<file path="src/rtl/toast_timer.sv">
// ----------------------------------------------------------------------------
// toast_timer
//
// Countdown controller for the toaster front panel.
//
// It holds a toast-time setpoint (1..MAX_SEC seconds) as two BCD digits.
// The user adjusts the setpoint with debounced up/down pulses while idle.
// A start pulse loads the setpoint into the remaining-time register and
// enables the heater. The remaining time counts down once per CLK_HZ cycles.
// When time runs out the controller shows "t0" (4'hA, 0) for DONE_SEC
// seconds and then returns to idle.
//
// Ports
//   clk         system clock
//   reset       synchronous, active-high reset
//   btn_up      1-cycle pulse: setpoint + 1 (saturates at MAX_SEC)
//   btn_down    1-cycle pulse: setpoint - 1 (saturates at 1)
//   btn_start   1-cycle pulse: start toasting
//   btn_cancel  1-cycle pulse: abort toasting / DONE
//   LEDt        left digit code (BCD tens, or 4'hA in DONE)
//   LEDc        right digit code (BCD ones)
//   heat        heater enable
//   done        high while in DONE
// ----------------------------------------------------------------------------
module toast_timer #(
    parameter int CLK_HZ   = 50_000_000,
    parameter int MAX_SEC  = 99,
    parameter int DEF_SEC  = 30,
    parameter int DONE_SEC = 3
) (
    input  logic       clk,
    input  logic       reset,
    input  logic       btn_up,
    input  logic       btn_down,
    input  logic       btn_start,
    input  logic       btn_cancel,
    output logic [3:0] LEDt,
    output logic [3:0] LEDc,
    output logic       heat,
    output logic       done
);

    localparam int PW  = (CLK_HZ > 1) ? $clog2(CLK_HZ) : 1;
    localparam int DCW = (DONE_SEC > 1) ? $clog2(DONE_SEC) : 1;

    localparam logic [3:0] MAX_T = 4'(MAX_SEC / 10);
    localparam logic [3:0] MAX_O = 4'(MAX_SEC % 10);
    localparam logic [3:0] DEF_T = 4'(DEF_SEC / 10);
    localparam logic [3:0] DEF_O = 4'(DEF_SEC % 10);
    localparam logic [3:0] CODE_T = 4'hA;

    typedef enum logic [1:0] {
        S_IDLE  = 2'd0,
        S_TOAST = 2'd1,
        S_DONE  = 2'd2
    } state_t;

    state_t          state_q, state_d;
    logic [3:0]      sp_t_q, sp_t_d, sp_o_q, sp_o_d;
    logic [3:0]      rem_t_q, rem_t_d, rem_o_q, rem_o_d;
    logic [PW-1:0]   presc_q, presc_d;
    logic [DCW-1:0]  dcnt_q, dcnt_d;
    logic [3:0]      ledt_q, ledt_d, ledc_q, ledc_d;
    logic            heat_q, heat_d, done_q, done_d;

    logic            presc_tc;

    // Two-digit BCD increment and decrement. The result is packed as {tens, ones}.
    function automatic logic [7:0] bcd_inc(input logic [3:0] t, input logic [3:0] o);
        if (o == 4'd9) bcd_inc = {t + 4'd1, 4'd0};
        else           bcd_inc = {t, o + 4'd1};
    endfunction

    function automatic logic [7:0] bcd_dec(input logic [3:0] t, input logic [3:0] o);
        if (o == 4'd0) bcd_dec = {t - 4'd1, 4'd9};
        else           bcd_dec = {t, o - 4'd1};
    endfunction

    assign presc_tc = (presc_q == PW'(CLK_HZ - 1));

    always_comb begin
        state_d = state_q;
        sp_t_d  = sp_t_q;
        sp_o_d  = sp_o_q;
        rem_t_d = rem_t_q;
        rem_o_d = rem_o_q;
        presc_d = presc_q;
        dcnt_d  = dcnt_q;

        case (state_q)
            S_IDLE: begin
                if (btn_cancel) begin
                    // Cancel outranks start: nothing happens while idle.
                    state_d = S_IDLE;
                end else if (btn_start) begin
                    rem_t_d = sp_t_q;
                    rem_o_d = sp_o_q;
                    presc_d = '0;
                    state_d = S_TOAST;
                end else if (btn_up && !btn_down) begin
                    if (!(sp_t_q == MAX_T && sp_o_q == MAX_O))
                        {sp_t_d, sp_o_d} = bcd_inc(sp_t_q, sp_o_q);
                end else if (btn_down && !btn_up) begin
                    if (!(sp_t_q == 4'd0 && sp_o_q == 4'd1))
                        {sp_t_d, sp_o_d} = bcd_dec(sp_t_q, sp_o_q);
                end
            end

            S_TOAST: begin
                if (btn_cancel) begin
                    presc_d = '0;
                    state_d = S_IDLE;
                end else if (presc_tc) begin
                    presc_d = '0;
                    // The last second ends in DONE. The decrement still runs,
                    // so remaining is left at 00.
                    {rem_t_d, rem_o_d} = bcd_dec(rem_t_q, rem_o_q);
                    if (rem_t_q == 4'd0 && rem_o_q == 4'd1) begin
                        dcnt_d  = '0;
                        state_d = S_DONE;
                    end
                end else begin
                    presc_d = presc_q + PW'(1);
                end
            end

            S_DONE: begin
                if (btn_cancel || btn_start) begin
                    presc_d = '0;
                    state_d = S_IDLE;
                end else if (presc_tc) begin
                    presc_d = '0;
                    if (dcnt_q == DCW'(DONE_SEC - 1)) state_d = S_IDLE;
                    else                              dcnt_d  = dcnt_q + DCW'(1);
                end else begin
                    presc_d = presc_q + PW'(1);
                end
            end

            default: begin
                presc_d = '0;
                state_d = S_IDLE;
            end
        endcase

        // Outputs are derived from the next state, so they are registered and
        // change on the same edge that samples the causing input.
        heat_d = (state_d == S_TOAST);
        done_d = (state_d == S_DONE);
        if (state_d == S_DONE) begin
            ledt_d = CODE_T;
            ledc_d = 4'd0;
        end else if (state_d == S_TOAST) begin
            ledt_d = rem_t_d;
            ledc_d = rem_o_d;
        end else begin
            ledt_d = sp_t_d;
            ledc_d = sp_o_d;
        end
    end

    always_ff @(posedge clk) begin
        if (reset) begin
            state_q <= S_IDLE;
            sp_t_q  <= DEF_T;
            sp_o_q  <= DEF_O;
            rem_t_q <= 4'd0;
            rem_o_q <= 4'd0;
            presc_q <= '0;
            dcnt_q  <= '0;
            ledt_q  <= DEF_T;
            ledc_q  <= DEF_O;
            heat_q  <= 1'b0;
            done_q  <= 1'b0;
        end else begin
            state_q <= state_d;
            sp_t_q  <= sp_t_d;
            sp_o_q  <= sp_o_d;
            rem_t_q <= rem_t_d;
            rem_o_q <= rem_o_d;
            presc_q <= presc_d;
            dcnt_q  <= dcnt_d;
            ledt_q  <= ledt_d;
            ledc_q  <= ledc_d;
            heat_q  <= heat_d;
            done_q  <= done_d;
        end
    end

    assign LEDt = ledt_q;
    assign LEDc = ledc_q;
    assign heat = heat_q;
    assign done = done_q;

endmodule

</file>
<file path="config.mk">
export PLATFORM = sky130hd
export DESIGN_NAME = toast_timer
export DESIGN_NICKNAME = d
export VERILOG_FILES = /design/src/rtl/toast_timer.sv
export SDC_FILE = /design/constraint.sdc
export NUM_CORES = 1
export LEC_CHECK = 0
export ABC_AREA = 0
export CORE_UTILIZATION = 43
export DETAILED_ROUTE_END_ITERATION = 16
export GPL_TIMING_DRIVEN = 1
export PLACE_DENSITY = 0.65
export SETUP_SLACK_MARGIN = 0.15
export SYNTH_ARGS = -nofsm -noshare
export SYNTH_HDL_FRONTEND = slang
export SYNTH_SLANG_ARGS = --single-unit
</file>
<file path="constraint.sdc">
create_clock -name clk -period 3.4 [get_ports clk]
set_clock_uncertainty 0.05 [all_clocks]
set_input_delay 0.85 -clock clk [delete_from_list [all_inputs] [get_ports clk]]
set_output_delay 0.85 -clock clk [all_outputs]
set_load 0.005 [all_outputs]
</file>
# Word-level counts from Yosys, hierarchy flattened

Index checks and enable logic that the tools add are counted.

Output and inout port bits: 10
Bits in registers: 56
Memories kept: 0
Latch bits: 0
Input port bits: 6
Logic and storage cells: 107
Memory bits (read-only): 0
Bits in writable memories: 0

Bitwise operators: 0
Equality and inequality tests: 18
Add/sub/neg operators: 8
Multiplexer cells: 52
Reduce and logical (&&, ||, !) cells: 17
Div/mod/pow operators: 0
Multipliers: 0
Magnitude comparators: 0
Shifts and indexed selects: 0

Operator list:

| operator                | count |
|---|---|
| $mux W26                | 5 |
| $mux W4                 | 25 |
| $pmux W26 S3            | 1 |
| $mux W2                 | 14 |
| $add A26 B1 Y26 const B | 1 |
| $eq A26 B26 Y1 const B  | 1 |
| $mux W8                 | 3 |
| $logic_not A4 Y1        | 4 |
| $ne A2 B2 Y1 const B    | 8 |
| $pmux W4 S2             | 2 |
| $sub A4 B1 Y4 const B   | 4 |
| $add A4 B1 Y4 const B   | 2 |
| $eq A4 B1 Y1 const B    | 2 |
| $eq A4 B4 Y1 const B    | 2 |
| $reduce_and A7 Y1       | 1 |
| $eq A2 B2 Y1 const B    | 3 |
| $pmux W2 S3             | 1 |
| $logic_and A1 B1 Y1     | 5 |
| $eq A2 B1 Y1 const B    | 2 |
| $pmux W2 S2             | 1 |
| $add A2 B1 Y2 const B   | 1 |
| $logic_not A1 Y1        | 2 |
| $logic_not A2 Y1        | 1 |
| $reduce_and A2 Y1       | 1 |
| other kinds (3)         | 3 |

# Logic depth before layout (Yosys ltp)

Gate-level depths: netlist (run 1).

Word-level depth: 10
Gate-level depth with buffers: 10
Gate-level depth less buffers: 9

# Worst setup path after synthesis (run 1)

No wires, ideal clock.

Kind: input to register
Start: in btn_cancel
End: reg ledc_q[0] (netlist: LEDc[0])
Path slack: 0.858 ns
Data arrival time: 2.365 ns
Cell stages on the path: 6
Path through: clkbuf_1 > nor3b_2 > o21ai_1 > a31oi_1 > a211oi_1 > or3_1

Word-level cells in the longest chain between the ends: 5

RTL lines:

| item                                         | RTL line | text |
|---|---|---|
| start, declared                              | 36       | `input logic btn_cancel,` |
| $logic_or A1 B1 Y1                           | 128      | `if (btn_cancel \|\| btn_start) begin` |
| $mux W2                                      | 128      |  |
| $pmux W2 S3                                  | 90       | `case (state_q)` |
| $eq A2 B1 Y1 or $eq A2 B2 Y1 (tied branches) | 153, 150 |  |
| $mux W4 or $reduce_or A2 Y1 (tied branches)  | -        |  |
| end signal, assigned                         | 184      | `ledc_q <= ledc_d;` |
| end, declared                                | 63       | `logic [3:0] ledt_q, ledt_d, ledc_q, ledc_d;` |

Parallel ways exist; a longest one is shown, timed or not.
A chain may end at the register's enable or synchronous reset.

# Worst setup path after layout (run 1)

Start: in btn_down
End: reg ledt_q[3] (netlist: LEDt[3])

Word-level cells in the longest chain between the ends: 8

RTL lines:

| item                                                    | RTL line | text |
|---|---|---|
| start, declared                                         | 34       | `input logic btn_down,` |
| $logic_and A1 B1 Y1 or $logic_not A1 Y1 (tied branches) | 103, 100 |  |
| $mux W4 or $logic_and A1 B1 Y1 (tied branches)          | 103, 100 |  |
| $mux W4 (*)                                             | 100      | `end else if (btn_up && !btn_down) begin` |
| $mux W4 (*)                                             | 95       | `end else if (btn_start) begin` |
| $mux W4 (*)                                             | 92       | `if (btn_cancel) begin` |
| $mux W4 (*)                                             | 90       |  |
| $mux W4 (*)                                             | 153      | `end else if (state_d == S_TOAST) begin` |
| $mux W4 (*)                                             | 150      | `if (state_d == S_DONE) begin` |
| end signal, assigned                                    | 183      | `ledt_q <= ledt_d;` |
| end, declared                                           | 63       |  |

Every way passes the cells marked *; elsewhere a longest branch is shown, timed or not.

==> out/qor.yml, run 1 <==
global_route:
  antenna_found_initial: 0
  grt_pass1_vias: 2750
  grt_max_degree: 27
  overflow: 0
  grt.total_usage_pct: 20.00
  grt_pass1_wl_mm: 13.34
clock_network:
  cts.clk_slew.worst_paths_ps: 100
  cts_tree: "done"
  cts_sinks: 56
  cts-root-buf: "clkbuf_8"
  clk_path_buf_depth: 2
  clock_latency_ps: 310
  cts_hold_buffers: 0
  ctsResizeCount: 0
  htree_levels: 2
  post_cts_buffers: 0
  cts_buffers: 5
floorplan:
  fp.coreArea_um2: 7408
  die_w_um: 90.34
  die_h_um: 90.34
  start_util_pct: 45.30
  io_pins: 16
  fp-row-count: 31
  die_area_um2: 8161
worst_hold_path:
  min_path_cells: 2
  whs_endpoint: "dcnt_q[0]$_SDFFE_PP0P_"
  hold_path_class: "reg2reg"
  min_from: "dcnt_q[0]$_SDFFE_PP0P_"
finish:
  final_common_cell: "dfxtp_1"
  final_cell_area_um2: 3714
  n_antenna_cell: 0
  drive_above_1_share_pct: 8.413
  nets: 431
  area_growth_pct: 10.66
  layout_common_cells: "dfxtp_1, nor2_1, nand2_1"
power_and_ir_drop:
  p_leak_nw: 1.286
  power_density_nw_per_um2: 332.1
  vdd_drop_max_mv: 0.1600
place:
  io_buffer_count: 15
  gp_congestion: 0.8795
  place_area_um2: 3602
  hpwl_mm: 6.023
  pre_cts_slack_ps: 150.7
detailed_routing:
  wirelength_mm: 7.970
  dr.first_iter.drc_count: 201
  ant_nets: 0
  first_pass_iters: 5
  route.vias.total: 2992
  vias_per_cell: 5.810
  wl_per_cell_um: 15.48
  drc: 0
timing:
  hold_viol_final: 0
  tightest_slew_ps: 767.1
  setup_violations: 0
  finalMaxSlewViolations: 0
  max_freq_mhz: 341.2
  rsz0062_at_grt: "false"
  finalWorstSetupSlack_ps: 468.9
  fin_crit_ps: 2931
  fin_setup_tns_ps: 0
  relSlewSlack_pct: 48.67
  timing.final.crit_share_pct: 86.21
logic_synthesis:
  syn-cell-area_um2: 3356
  ys_async_sr_fraction_pct: 0
  syn_area_per_cell_um2: 8.368
  synth-seq-area-share_pct: 33.41
  yosys_most_used_dff: "dfxtp_1"
  synthCells: 401
  ys_warn_count: 0
  ys_top_cells_by_area: "dfxtp_1, nor2_1, xnor2_1, xor2_1, ha_1"
  syn-num-nets: 417
  synth-edff-count: 0
  synth_top_cell_by_area: "dfxtp_1"
  yosysTopAreaCellShare_pct: 33.41
  yosysUniqueCellTypes: 74
  synth-seq-cells: 56
worst_setup_path:
  reg2reg_slack_ps: 760
  r2r_end: "LEDc[0]$_SDFF_PP0_"
  worst-path-max-fanout: 7
  reg2reg_from: "presc_q[3]$_SDFFE_PP0P_"
  timing.critical_path.arrival_ps: 3110
  cp-end-kind: "flop"
  crit_type: "in2reg"
  required_ps: 3580
  critPathLaunchType: "primary input"
  reg2regPathDepth: 6
flow_run:
  drv_cap: 0
run_status:
  status: "finished clean"
## routing by layer
layer	routed length, um	up-vias	share of wire (%)	track usage (%)
met2	3905	87	49	34.99
li1	-	1492	-	-
met1	3526	1396	44	25.04
met4	157	0	2.0	6.586
met5	0	-	0	0
met3	380	17	4.8	3.030
## sequential cells by signal (all words and copies together), names as in the netlist
register,count
heat,1
sp_t_q,4
rem_t_q,4
done,1
state_q,2
sp_o_q,4
presc_q,26
rem_o_q,4
dcnt_q,2
LEDc,4
LEDt,4
## power by group
part / switching (mW) / internal, mW / total [mW]
logic: 0.0702 / 0.0514 / 0.122
clock network: 0.217 / 0.218 / 0.435
registers: 0.0113 / 0.665 / 0.676
## through the flow
stage | instances | power [mW] | hold WS (ps) | util, %
3_5_place_dp | 507 | 0.8119 | 403.3 | 48.62
5_1_grt | 515 | 1.283 | 444.6 | 50.13
3_3_place_gp | 507 | 0.8106 | 395.3 | 48.62
4_1_cts | 515 | 1.238 | 416.1 | 50.13
6_report | 515 | 1.233 | 410.6 | 50.13
2_1_floorplan | 401 | 0.7689 | 381.9 | -
## cells in the mapped netlist (all sizes together) (4+ instances only)
cell type  instances
dfxtp             56
nor2              52
nand2             25
xnor2             18
inv               17
nand3             16
a21oi             15
o21ai             15
xor2              15
nor3              14
clkbuf            11
ha                10
and3               9
nand4              9
and4               7
buf                7
nand2b             7
nor4               7
or3                6
a31oi              5
nor3b              5
o21a               5
a222oi             4
nor2b              4
nor4b              4
o211ai             4
o31ai              4
## final cells by class
type	instances	area (um2)
tap	99	123.9
inverter	18	67.56
multi-input combinational	309	2064
clock inverter	3	42.54
fill	726	3695
sequential	56	1121
clock buffer	5	68.82
timing repair buffer	25	225.2
## logic make-up after synthesis
family / synth area share, %
compound gates: 17.11
buf+inv: 5.070
mux: 0.5966
simple gates: 31.47
xor+xnor: 8.613
flops: 33.41
fa+ha+maj: 3.729
## worst max-delay path: stages
cell and delay, ps:
clkdlybuf4s50_1 550, or3b_1 450, nor4b_2 330, o21ai_1 110, a221oi_1 510, nor3_1 90
a211oi_1 220
## worst max path at each step
stage | end | cells after the start | from | slack, ps
3_5_place_dp | LEDt[3]$_SDFF_PP0_ | 7 | btn_down | 150
5_1_grt | LEDt[3]$_SDFF_PP0_ | 7 | btn_down | 260
3_3_place_gp | LEDt[3]$_SDFF_PP0_ | 7 | btn_down | 210
2_1_floorplan | LEDc[0]$_SDFF_PP0_ | 6 | btn_cancel | 860
4_1_cts | LEDt[3]$_SDFF_PP0_ | 7 | btn_down | 470
6_report | LEDt[3]$_SDFF_PP0_ | 7 | btn_down | 470
Note: power is estimated with default switching activity, not from simulation.
==> inputs of run 2 (changes only) <==
--- a/config.mk
+++ b/config.mk
@@ -6,6 +6,7 @@
 export NUM_CORES = 1
 export LEC_CHECK = 0
 export ABC_AREA = 0
+export CORE_MARGIN = 3
 export CORE_UTILIZATION = 43
 export DETAILED_ROUTE_END_ITERATION = 16
 export GPL_TIMING_DRIVEN = 1
==> out/qor.yml, run 2 (synthesis gave the netlist of run 1 again) <==
global_route:
  grt_pass1_vias: 2818  # +2.5%
  grt_max_degree: 27  # unchanged
  grt_pass1_wl_mm: 13.45  # +0.83%
  antenna_found_initial: 0  # unchanged
  grt.total_usage_pct: 18.64  # -1.4 points
  overflow: 0  # unchanged
worst_hold_path:
  min_from: "dcnt_q[0]$_SDFFE_PP0P_"
  hold_path_class: "reg2reg"
  whs_endpoint: "dcnt_q[0]$_SDFFE_PP0P_"
  min_path_cells: 2  # unchanged
clock_network:
  clock_latency_ps: 300  # about the same
  clk_path_buf_depth: 2  # unchanged
  cts-root-buf: "clkbuf_8"
  post_cts_buffers: 0  # unchanged
  cts_sinks: 56  # unchanged
  cts.clk_slew.worst_paths_ps: 100  # about the same
  htree_levels: 2  # unchanged
  ctsResizeCount: 0  # unchanged
  cts_buffers: 5  # unchanged
  cts_hold_buffers: 0  # unchanged
  cts_tree: "done"
timing:
  hold_viol_final: 0  # unchanged
  fin_crit_ps: 2898  # -33.52 ps
  timing.final.crit_share_pct: 85.22  # -0.99 points
  finalMaxSlewViolations: 0  # unchanged
  fin_setup_tns_ps: 0  # unchanged
  rsz0062_at_grt: "false"
  setup_violations: 0  # unchanged
  max_freq_mhz: 345.1  # +1.2%
  relSlewSlack_pct: 60.97  # +12 points
  tightest_slew_ps: 584.7  # -182.4 ps
detailed_routing:
  wl_per_cell_um: 15.86  # +2.5%
  first_pass_iters: 5  # unchanged
  vias_per_cell: 5.919  # +1.9%
  route.vias.total: 3054  # +2.1%
  ant_nets: 0  # unchanged
  dr.first_iter.drc_count: 165  # -18%
  wirelength_mm: 8.186  # +2.7%
  drc: 0  # unchanged
power_and_ir_drop:
  power_density_nw_per_um2: 309.7  # -6.8%
  vdd_drop_max_mv: 0.2454  # +53%
  p_leak_nw: 1.282  # -0.32%
worst_setup_path:
  crit_path_start: "btn_down"
  max_stage_delay_ps: 570  # +20 ps
  reg2regPathDepth: 6  # unchanged
  cp-end-kind: "flop"
  required_ps: 3560  # -20 ps
  slowest_stage: "clkdlybuf4s50_1"
  worst-path-max-fanout: 7  # unchanged
  crit_chain: "clkdlybuf4s50_1 -> or3b_1 -> nor4b_2 -> o21ai_1 -> a221oi_1 -> o31ai_1 -> a211oi_1"
  timing.critical_path.arrival_ps: 3060  # -50 ps
  reg2reg_from: "presc_q[3]$_SDFFE_PP0P_"
  crit_type: "in2reg"
  critPathLaunchType: "primary input"
  r2r_end: "LEDc[0]$_SDFF_PP0_"
  reg2reg_slack_ps: 650  # -110 ps
  critPathTopFamily: "compound AO/OA/AOI/OAI gates"
  crit_buf_inv: 1  # unchanged
floorplan:
  die_h_um: 94.34  # +4.4%
  io_pins: 16  # unchanged
  start_util_pct: 45.30  # unchanged
  die_area_um2: 8900  # +9.1%
  fp-row-count: 31  # unchanged
  fp.coreArea_um2: 7408  # unchanged
  die_w_um: 94.34  # +4.4%
finish:
  largest_reg_flops: 26  # unchanged
  final_common_cell: "dfxtp_1"
  stdcell_count: 516  # +0.19%
  post-route-util_pct: 49.87  # -0.25 points
  drive_above_1_share_pct: 8.393  # -0.020 points
  n_antenna_cell: 0  # unchanged
  largest_register: "presc_q"
  final_cell_area_um2: 3695  # -0.51%
  area_growth_pct: 10.10
  nets: 433  # +0.46%
  nFillCells: 727  # +0.14%
  layout_common_cells: "dfxtp_1, nor2_1, nand2_1"
run_status:
  status: "finished clean"
place:
  gp_congestion: 0.9637  # +9.6%
  place_area_um2: 3617  # +0.42%
  hpwl_mm: 6.016  # -0.12%
  io_buffer_count: 15  # unchanged
  place_inst: 509  # +0.39%
flow_run:
  drv_cap: 0  # unchanged
## run 2: final cells by class
cell class                      instances  area [um2]  area share [%]
Sequential cell                        56        1121           30.34
Timing Repair Buffer                   27       240.2           6.502
Inverter                               18       67.56           1.829
Tap cell                               99       123.9           3.353
Multi-Input combinational cell        309        2064           55.88
Clock inverter                          1       5.005          0.1355
Clock buffer                            6       72.57           1.964
## run 2: worst max path at each step
stage	slack (ps)	to	cells after the start
5_1_grt	390	LEDc[3]$_SDFF_PP0_	8
3_5_place_dp	220	LEDt[3]$_SDFF_PP0_	7
4_1_cts	530	LEDt[3]$_SDFF_PP0_	7
3_3_place_gp	210	LEDc[1]$_SDFF_PP0_	8
2_1_floorplan	860	LEDc[0]$_SDFF_PP0_	6
6_report	500	LEDt[3]$_SDFF_PP0_	7
## run 2: metal layers
metal | GRT usage (%) | wire length [um] | share of wire, %
met1 | 23.47 | 3648 | 45
met2 | 32.68 | 3989 | 49
met3 | 2.869 | 403 | 4.9
met4 | 5.776 | 144 | 1.8
met5 | 0 | 0 | 0
## run 2: power by group
part	internal [mW]	total (mW)	switching (mW)
combinational	0.0522	0.124	0.0716
clock	0.141	0.344	0.203
sequential	0.665	0.676	0.0116
total	0.858	1.14	0.286
## run 2: worst reg2reg max path, cell delays in order, from the launching register on
cell and delay, ps:
dfxtp_1 410, and4_1 400, nand4_1 460, o41ai_1 550
or2_1 310, a211oi_1 80, or3_1 370
## run 2: metrics by stage
stage / setup slack (ps) / power (mW) / hold slack (ps)
after floorplan: 857.9 / 0.7689 / 381.9
after global placement: 210.3 / 0.8129 / 391.2
after detailed placement: 221.9 / 0.8147 / 398.1
after CTS: 530.1 / 1.160 / 414.6
after global routing: 385.3 / 1.198 / 441.8
final: 502.4 / 1.144 / 415.0
